**src/rtl/lut_cell_seq_if.sv**
```systemverilog
// Config and evaluation bus of the programmable LUT cell.
// The master drives configuration and inputs; the slave returns results.
interface lut_cell_seq_if #(
  parameter int N_IN = 2
);
  logic            cfg_en;
  logic            cfg_bit;
  logic            cfg_done;
  logic            table_valid;
  logic [N_IN-1:0] in;
  logic            in_valid;
  logic            out;
  logic            out_valid;

  modport master (
    output cfg_en, cfg_bit, in, in_valid,
    input  cfg_done, table_valid, out, out_valid
  );

  modport slave (
    input  cfg_en, cfg_bit, in, in_valid,
    output cfg_done, table_valid, out, out_valid
  );
endinterface

```
**src/rtl/lut_cell_seq.sv**
```systemverilog
// Runtime-programmable lookup cell with a serially loaded truth table.
// MODE=1 feeds the state bit back as the table index LSB (sequential UDP).
module lut_cell_seq #(
  parameter int N_IN    = 2,
  parameter int MODE    = 0,
  parameter bit INIT_Q  = 1'b0,
  parameter int TABLE_W = 2**(N_IN+MODE)
) (
  input  logic           clk,
  input  logic           rst,
  lut_cell_seq_if.slave  bus
);
  localparam int IW = N_IN + MODE;
  localparam int CW = (TABLE_W > 1) ? $clog2(TABLE_W) : 1;
  localparam logic [CW-1:0] LAST = CW'(TABLE_W - 1);
  localparam logic RST_OUT = (MODE == 1) ? INIT_Q : 1'b0;

  typedef enum logic {IDLE, LOAD} state_t;

  state_t               state_q, state_d;
  logic [CW-1:0]        cnt_q, cnt_d;
  logic [TABLE_W-1:0]   shadow_q, shadow_d;
  logic [TABLE_W-1:0]   tbl_q, tbl_d;
  logic                 done_q, done_d;
  logic                 tv_q, tv_d;
  logic                 out_q, out_d;
  logic                 ov_q, ov_d;
  logic [IW-1:0]        idx;

  generate
    if (MODE == 1) begin : g_seq
      assign idx = {bus.in, out_q};
    end else begin : g_comb
      assign idx = bus.in;
    end
  endgenerate

  always_ff @(posedge clk) begin
    if (rst) begin
      state_q  <= IDLE;
      cnt_q    <= '0;
      shadow_q <= '0;
      tbl_q    <= '0;
      done_q   <= 1'b0;
      tv_q     <= 1'b0;
      out_q    <= RST_OUT;
      ov_q     <= 1'b0;
    end else begin
      state_q  <= state_d;
      cnt_q    <= cnt_d;
      shadow_q <= shadow_d;
      tbl_q    <= tbl_d;
      done_q   <= done_d;
      tv_q     <= tv_d;
      out_q    <= out_d;
      ov_q     <= ov_d;
    end
  end

  // The last bit is merged into the commit so the new table lands on the same edge.
  always_comb begin
    state_d  = state_q;
    cnt_d    = cnt_q;
    shadow_d = shadow_q;
    tbl_d    = tbl_q;
    done_d   = 1'b0;
    tv_d     = tv_q;
    if (bus.cfg_en) begin
      shadow_d[cnt_q] = bus.cfg_bit;
      if (cnt_q == LAST) begin
        tbl_d   = shadow_d;
        cnt_d   = '0;
        done_d  = 1'b1;
        tv_d    = 1'b1;
        state_d = IDLE;
      end else begin
        cnt_d   = cnt_q + 1'b1;
        state_d = LOAD;
      end
    end
  end

  // Evaluation reads the registered table, so a commit edge still sees the old one.
  always_comb begin
    out_d = out_q;
    ov_d  = 1'b0;
    if (bus.in_valid && tv_q) begin
      out_d = tbl_q[idx];
      ov_d  = 1'b1;
    end
  end

  assign bus.cfg_done    = done_q;
  assign bus.table_valid = tv_q;
  assign bus.out         = out_q;
  assign bus.out_valid   = ov_q;
endmodule

```
**src/flat_wrapper.sv**
```systemverilog
// flat-port wrapper written by rule: the top's interface ports become plain ports
module lut_cell_seq_flat 
#(
  parameter int N_IN    = 2,
  parameter int MODE    = 0,
  parameter bit INIT_Q  = 1'b0,
  parameter int TABLE_W = 2**(N_IN+MODE)
)
  (clk, rst, bus_cfg_en, bus_cfg_bit, bus_in, bus_in_valid, bus_cfg_done, bus_table_valid, bus_out, bus_out_valid);
  lut_cell_seq_if #(.N_IN(N_IN)) bus_i ();
  input  logic clk;
  input  logic rst;
  input wire logic [$bits(bus_i.cfg_en)-1:0] bus_cfg_en;
  input wire logic [$bits(bus_i.cfg_bit)-1:0] bus_cfg_bit;
  input wire logic [$bits(bus_i.in)-1:0] bus_in;
  input wire logic [$bits(bus_i.in_valid)-1:0] bus_in_valid;
  output wire logic [$bits(bus_i.cfg_done)-1:0] bus_cfg_done;
  output wire logic [$bits(bus_i.table_valid)-1:0] bus_table_valid;
  output wire logic [$bits(bus_i.out)-1:0] bus_out;
  output wire logic [$bits(bus_i.out_valid)-1:0] bus_out_valid;
  assign bus_i.cfg_en = bus_cfg_en;
  assign bus_i.cfg_bit = bus_cfg_bit;
  assign bus_i.in = bus_in;
  assign bus_i.in_valid = bus_in_valid;
  assign bus_cfg_done = bus_i.cfg_done;
  assign bus_table_valid = bus_i.table_valid;
  assign bus_out = bus_i.out;
  assign bus_out_valid = bus_i.out_valid;
  lut_cell_seq #(.N_IN(N_IN), .MODE(MODE), .INIT_Q(INIT_Q), .TABLE_W(TABLE_W)) u_core (.clk(clk), .rst(rst), .bus(bus_i));
endmodule
```
**config.mk**
```make
export PLATFORM = sky130hd
export DESIGN_NAME = lut_cell_seq_flat
export DESIGN_NICKNAME = d
export VERILOG_FILES = /design/src/rtl/lut_cell_seq_if.sv /design/src/rtl/lut_cell_seq.sv /design/src/flat_wrapper.sv
export SDC_FILE = /design/constraint.sdc
export NUM_CORES = 1
export LEC_CHECK = 0
export BUFFER_PORTS_ARGS = -buffer_cell sky130_fd_sc_hd__buf_4
export CORE_MARGIN = 2
export CORE_UTILIZATION = 30
export CTS_BUF_LIST = sky130_fd_sc_hd__clkbuf_16
export DETAILED_ROUTE_END_ITERATION = 8
export PLACE_DENSITY_LB_ADDON = 0.1
export SYNTH_ARGS = -nofsm -noshare
export SYNTH_HDL_FRONTEND = slang
export SYNTH_SLANG_ARGS = --single-unit
export TNS_END_PERCENT = 50
```
**constraint.sdc**
```tcl
create_clock -name clk -period 1.8 [get_ports clk]
set_clock_uncertainty 0.05 [all_clocks]
set_input_delay 0.09 -clock clk [delete_from_list [all_inputs] [get_ports clk]]
set_output_delay 0.09 -clock clk [all_outputs]
set_load 0.01 [all_outputs]
```
==> flow_summary.json, run 1 <==
{
  "ys_types": 13,
  "cp-end-kind": "flop",
  "cts_tree": "done",
  "relSlewSlack_pct": 89.63,
  "synth.most_common_cell": "dfxtp_1",
  "dr.pass1.iters": 3,
  "async_reset_ff_share_pct": 0,
  "max_freq_mhz": 833.3,
  "antenna_found_initial": 0,
  "synthTopCellsByCount": "dfxtp_1 (13), nand2_1 (11), nor2_1 (10)",
  "vias_per_cell": 4.582,
  "switching_share_pct": 20.40,
  "cap_violations": 0,
  "crit_arrival_ps": 1300,
  "cts_setup_buffers": 0,
  "pwr-share-clk_pct": 52.7,
  "worstReg2RegStart": "u_core.cnt_q[0]$_SDFFE_PP0P_",
  "reg2reg_slack_ps": 600,
  "synthTopCellsByArea": "dfxtp_1 (46%), ha_1 (8.8%), mux2i_1 (8.8%)",
  "die_area_mm2": 0.002271,
  "ctsResizeCount": 0,
  "clockBufferDepth": 2,
  "crit_end": "u_core.tbl_q[2]$_SDFFE_PP0P_",
  "die_x_um": 47.66,
  "area_growth_syn_to_layout_pct": 27.79,
  "startpoint_type": "flop",
  "io_pins": 11,
  "wirelength_um": 1069,
  "routedWlPerCell_um": 10.91,
  "drv_slew": 0,
  "dp.cells": 94,
  "hp-class": "input port to flop",
  "intPower_uw": 622.0,
  "grt_usage_pct": 11.79,
  "grt_pass1_vias": 430,
  "grt_pass1_wl_um": 1794,
  "die_y_um": 47.66,
  "period_needed_ps": 1200,
  "final_cells": 98,
  "cts_hold_buffers": 0,
  "outcome": "complete, no violations",
  "syn_nets": 73,
  "max-vdd-ir-drop_v": 0.0006310,
  "grt_max_degree": 14,
  "r2r-end": "u_core.tbl_q[2]$_SDFFE_PP0P_",
  "synth_top_flop_cell": "dfxtp_1",
  "cts-buffers-inserted": 3,
  "crit_type": "flop to flop",
  "finalHoldViolCount": 0,
  "tns_ps": 0,
  "cp-startpoint": "u_core.cnt_q[0]$_SDFFE_PP0P_",
  "cts_root_buf": "clkbuf_16",
  "rsz0062_at_grt": "false",
  "post_route_cells_drive_above_1_share_pct": 20.55,
  "syn_area_per_cell_um2": 9.223,
  "synth-edff-count": 0,
  "fin_crit_sh_pct": 66.67,
  "ant_nets": 0,
  "grt-ovfl-total": 0,
  "synth_cells": 62,
  "power.switching_uw": 159.4,
  "place_congestion": 0.6760,
  "leakage_nw": 0.3000,
  "syn_area_um2": 571.8,
  "setup_viol": 0,
  "first_iter_violations": 2,
  "worstPathRequired_ps": 1900,
  "clock_latency_ps": 240,
  "ys_seq_area_share_pct": 45.51,
  "critPathMaxFanout": 5,
  "initial_core_util_pct": 32.41,
  "io_buffers": 10,
  "ys_warn_count": 0,
  "synth-seq-cells": 13,
  "seqPwrFrac_pct": 39.1,
  "row_count": 15,
  "powerDensity_mw_per_mm2": 1069,
  "clkTransAtPathRegs_ps": 50,
  "cts_max_level": 1,
  "combPwrFrac_pct": 8.2,
  "rr_worst_depth": 4,
  "clock_sinks": 13,
  "timing.final.ws_setup_ps": 599.9,
  "insertedDiodeCount": 0,
  "yosysTopAreaCellShare_pct": 45.51,
  "synth_area_leader_cell": "dfxtp_1",
  "vias": 449,
  "route.detailed.drc": 0,
  "worst_pin_slew_ps": 151.2,
  "dpl_worst_slack_ps": 614.3,
  "final_nets": 85,
  "core_area_mm2": 0.001764,
  "finish.utilization_pct": 41.42
}
==> metrics by stage <==
step / cell area [um2] / hold slack (ps) / power, mW
after floorplan: 571.8 / 109.1 / 0.3548
after global placement: 651.9 / 300.0 / 0.3756
after detailed placement: 651.9 / 304.5 / 0.3758
after CTS: 730.7 / 58.30 / 0.7969
after global routing: 730.7 / 69.17 / 0.8192
final: 730.7 / 58.69 / 0.7815
==> sequential cells by signal, indices dropped and copies added, names as in the netlist <==
name / flops
u_core.shadow_q: 3
u_core.bus.cfg_done: 1
u_core.bus.table_valid: 1
u_core.bus.out_valid: 1
u_core.bus.out: 1
u_core.cnt_q: 2
u_core.tbl_q: 4
==> cell families after synthesis <==
kind of cell	synth area share, %
multiplexers	12.69
buffers and inverters	5.908
flip-flops	45.51
adder cells (fa/ha/maj)	8.753
AND/OR/NAND/NOR	18.82
AO/OA/AOI/OAI	8.314
==> how the worst min path moves through the flow <==
| stage | depth (start not counted) | from | end | slack [ps] |
|---|---|---|---|---|
| detailed placement | 3 | bus_in_valid | u_core.bus.out_valid$_SDFF_PP0_ | 300 |
| CTS | 3 | bus_in_valid | u_core.bus.out_valid$_SDFF_PP0_ | 60 |
| finish | 3 | bus_in_valid | u_core.bus.out_valid$_SDFF_PP0_ | 60 |
| floorplan | 1 | rst | u_core.bus.out$_SDFFE_PP0P_ | 110 |
| global route | 3 | bus_in_valid | u_core.bus.out_valid$_SDFF_PP0_ | 70 |
| global placement | 3 | bus_in_valid | u_core.bus.out_valid$_SDFF_PP0_ | 300 |
==> power groups by stage <==
stage | clock network (mW) | logic [mW] | registers, mW
global placement | 0 | 0.0650 | 0.311
floorplan | 0 | 0.0453 | 0.309
detailed placement | 0 | 0.0648 | 0.311
global route | 0.438 | 0.0747 | 0.307
finish | 0.412 | 0.0641 | 0.305
CTS | 0.426 | 0.0656 | 0.305
==> critical path, cell delays in order, from the launching register on <==
cell      delay [ps]
dfxtp_1          390
inv_1             90
ha_1             250
mux2i_1          130
a211oi_1         210
==> layout make-up <==
type	count	area, um2
clock buffer	3	75.07
multi-input combinational	44	277.8
inverter	2	7.507
tap	25	31.28
fill	192	1033
sequential	13	260.3
timing repair buffer	10	75.07
clock inverter	1	3.754
==> layer usage <==
layer,vias to the layer above,global-route usage (%),routed length [um],part of all wire (%)
li1,228,-,-,-
met1,209,12.56,474,44
met2,10,20.00,500,47
met3,2,5.660,82,7.7
met4,0,4.865,11,1.0
met5,-,0,0,0
==> cells in the final DEF (no fill, tap or decap) <==
| cell | instances |
|---|---|
| a211oi_1 | 3 |
| ha_1 | 4 |
| dfxtp_1 | 13 |
| and2_4 | 1 |
| nand2_1 | 11 |
| buf_4 | 10 |
| a21oi_1 | 5 |
| clkbuf_16 | 3 |
| mux2i_1 | 5 |
| inv_1 | 3 |
| nand3_1 | 4 |
| mux4_2 | 1 |
| nor2_1 | 10 |
No activity file was read; power rests on OpenSTA's default activity.
==> inputs of run 2 (changes only) <==
- clock period: 1.8 -> 1.1 ns (I/O delays scaled with it)
==> run 2 against run 1 <==
  * Hold slack got worse by 28 ps
  * Register-to-register slack got worse by 590 ps
  * Global-route usage decreased by 0.64 points
  * Non-clock buffer count up 2
  * First-iteration DRC count increased by 100%
  * Setup slack worse by 590 ps
  * Largest power group unchanged
  * Largest cell class unchanged
  * Critical path depth unchanged
==> flow_summary.json, run 2 (synthesis gave the netlist of run 1 again) <==
{
  "vias": 447,
  "cts_root_buf": "clkbuf_16",
  "reg2reg_slack_ps": 10,
  "worstReg2RegStart": "u_core.cnt_q[1]$_SDFFE_PP0P_",
  "clockBufferDepth": 2,
  "cpPeakStageDelay_ps": 390,
  "place_hpwl_um": 765.8,
  "critPathSlowestCell": "dfxtp_4",
  "final_cell_mix": "buf_4 (12), nand2_1 (11), dfxtp_1 (10), nor2_1 (8)",
  "dpl_worst_slack_ps": -15.74,
  "timing.final.ws_setup_ps": 13.19,
  "cts_max_level": 1,
  "place_congestion": 0.7012,
  "io_pins": 11,
  "fin_area_um2": 829.5,
  "place_area_um2": 671.9,
  "initial_core_util_pct": 32.41,
  "wirelength_um": 1187,
  "rsz0062_at_grt": "true",
  "gr-usage-met2_pct": 17.03,
  "min_from": "bus_in_valid",
  "grt_max_degree": 14,
  "routedWlPerCell_um": 11.87,
  "finalHoldViolCount": 0,
  "grt_pass1_wl_um": 1642,
  "crit_family": "flip-flops",
  "crit_arrival_ps": 1190,
  "hp-class": "input port to flop",
  "finish.utilization_pct": 47.02,
  "startpoint_type": "flop",
  "r2r-end": "u_core.tbl_q[1]$_SDFFE_PP0P_",
  "crit_chain": "inv_4 > ha_4 > mux2i_1 > a211oi_1",
  "clkTransAtPathRegs_ps": 50,
  "drv_slew": 0,
  "die_area_mm2": 0.002271,
  "insertedDiodeCount": 0,
  "dr.pass1.iters": 4,
  "fin_crit_sh_pct": 98.80,
  "critPathMaxFanout": 4,
  "cp.buffers_inverters": 1,
  "first_iter_violations": 4,
  "leakage_nw": 0.3139,
  "busiest_layer": "met2",
  "grt_pass1_vias": 368,
  "worstPathRequired_ps": 1210,
  "ant_nets": 0,
  "largest_register_ffs": 4,
  "clock_latency_ps": 240,
  "top_regs": "u_core.tbl_q: 4 flops, u_core.shadow_q: 3 flops, u_core.cnt_q: 2 flops",
  "area_growth_syn_to_layout_pct": 45.08,
  "grt_util_met1_pct": 13.15,
  "final_nets": 87,
  "cp.depth": 4,
  "clock_sinks": 13,
  "powerDensity_mw_per_mm2": 1598,
  "cp-end-kind": "flop",
  "final_common_cell": "buf_4",
  "grtUsageMet3_pct": 5.660,
  "worst_pin_slew_ps": 164.8,
  "holdWs_ps": 30.49,
  "crit_type": "flop to flop",
  "cts_hold_buffers": 0,
  "cts_tree": "done",
  "hold-path-cell-count": 3,
  "route.detailed.drc": 0,
  "max_freq_mhz": 920.1,
  "vias_per_cell": 4.470,
  "cap_violations": 0,
  "core_area_mm2": 0.001764,
  "io_buffers": 10,
  "row_count": 15,
  "antenna_found_initial": 0,
  "period_needed_ps": 1087,
  "setup_viol": 0,
  "hold_end": "u_core.bus.out_valid$_SDFF_PP0_",
  "die_x_um": 47.66,
  "die_y_um": 47.66,
  "p_total_mw": 1.326,
  "largest-register": "u_core.tbl_q",
  "rr_worst_depth": 4,
  "outcome": "complete, no violations",
  "cts-buffers-inserted": 3,
  "relSlewSlack_pct": 88.70,
  "max-vdd-ir-drop_v": 0.001243,
  "grt_usage_pct": 11.15,
  "post_route_cells_drive_above_1_share_pct": 42.67,
  "grt-ovfl-total": 0
}
## run 2: cell count changes in the layout (fill, tap and decap cells not counted), moves of 2 or more
cell	before	now
ha_1	4	0
ha_4	0	4
dfxtp_1	13	10
buf_4	10	12
dfxtp_4	0	2
inv_1	3	1
nor2_1	10	8
nor2_2	0	2
## run 2: cell type report
class	instances	area (um2)
flip-flops and latches	13	269.0
clock buffers	3	75.07
multi-input cells	44	350.3
well taps	25	31.28
inverters	2	10.01
clock inverters	1	3.754
fillers	193	934.6
repair buffers	12	90.09
## run 2: power by group
group,leakage [nW],total (mW),switching (mW),internal [mW]
registers,0.107,0.509,0.0210,0.488
logic,0.164,0.142,0.0674,0.0747
clock network,0.0423,0.674,0.195,0.479
total,0.314,1.33,0.284,1.04
## run 2: what timing repair did
| action | in CTS | in global routing |
|---|---|---|
| resized for setup | 1 | 18 |
| pin swaps | 0 | 7 |
| setup buffers | 0 | 0 |
| endpoints found under the setup margin | 4 | 4 |
## run 2: worst max path at each step
stage                                             from                      endpoint  slack, ps
after floorplan           u_core.cnt_q[0]$_SDFFE_PP0P_  u_core.tbl_q[0]$_SDFFE_PP0P_          6
after global placement    u_core.cnt_q[1]$_SDFFE_PP0P_  u_core.tbl_q[1]$_SDFFE_PP0P_        -10
after detailed placement  u_core.cnt_q[0]$_SDFFE_PP0P_  u_core.tbl_q[0]$_SDFFE_PP0P_        -20
after CTS                 u_core.cnt_q[0]$_SDFFE_PP0P_  u_core.tbl_q[0]$_SDFFE_PP0P_        -40
after global routing      u_core.cnt_q[1]$_SDFFE_PP0P_  u_core.tbl_q[0]$_SDFFE_PP0P_        -30
final                     u_core.cnt_q[1]$_SDFFE_PP0P_  u_core.tbl_q[1]$_SDFFE_PP0P_         10
## run 2: stage by stage
step / std cells / setup TNS (ps)
after floorplan: 62 / 0
after detailed placement: 96 / -39.22
after global placement: 96 / -21.63
after global routing: 100 / -98.77
final: 100 / 0
after CTS: 100 / -94.87
## run 2: metal layers
layer | part of all wire [%] | up-vias | wire length, um
met5 | 0 | - | 0
met4 | 0.93 | 0 | 11
met3 | 5.4 | 2 | 64
met2 | 48 | 10 | 575
met1 | 45 | 203 | 536
li1 | - | 232 | -
## run 2: tightest hold or removal path, cell delays in order
cell     delay, ps
buf_4           90
nand2_1         70
nor2_1          70
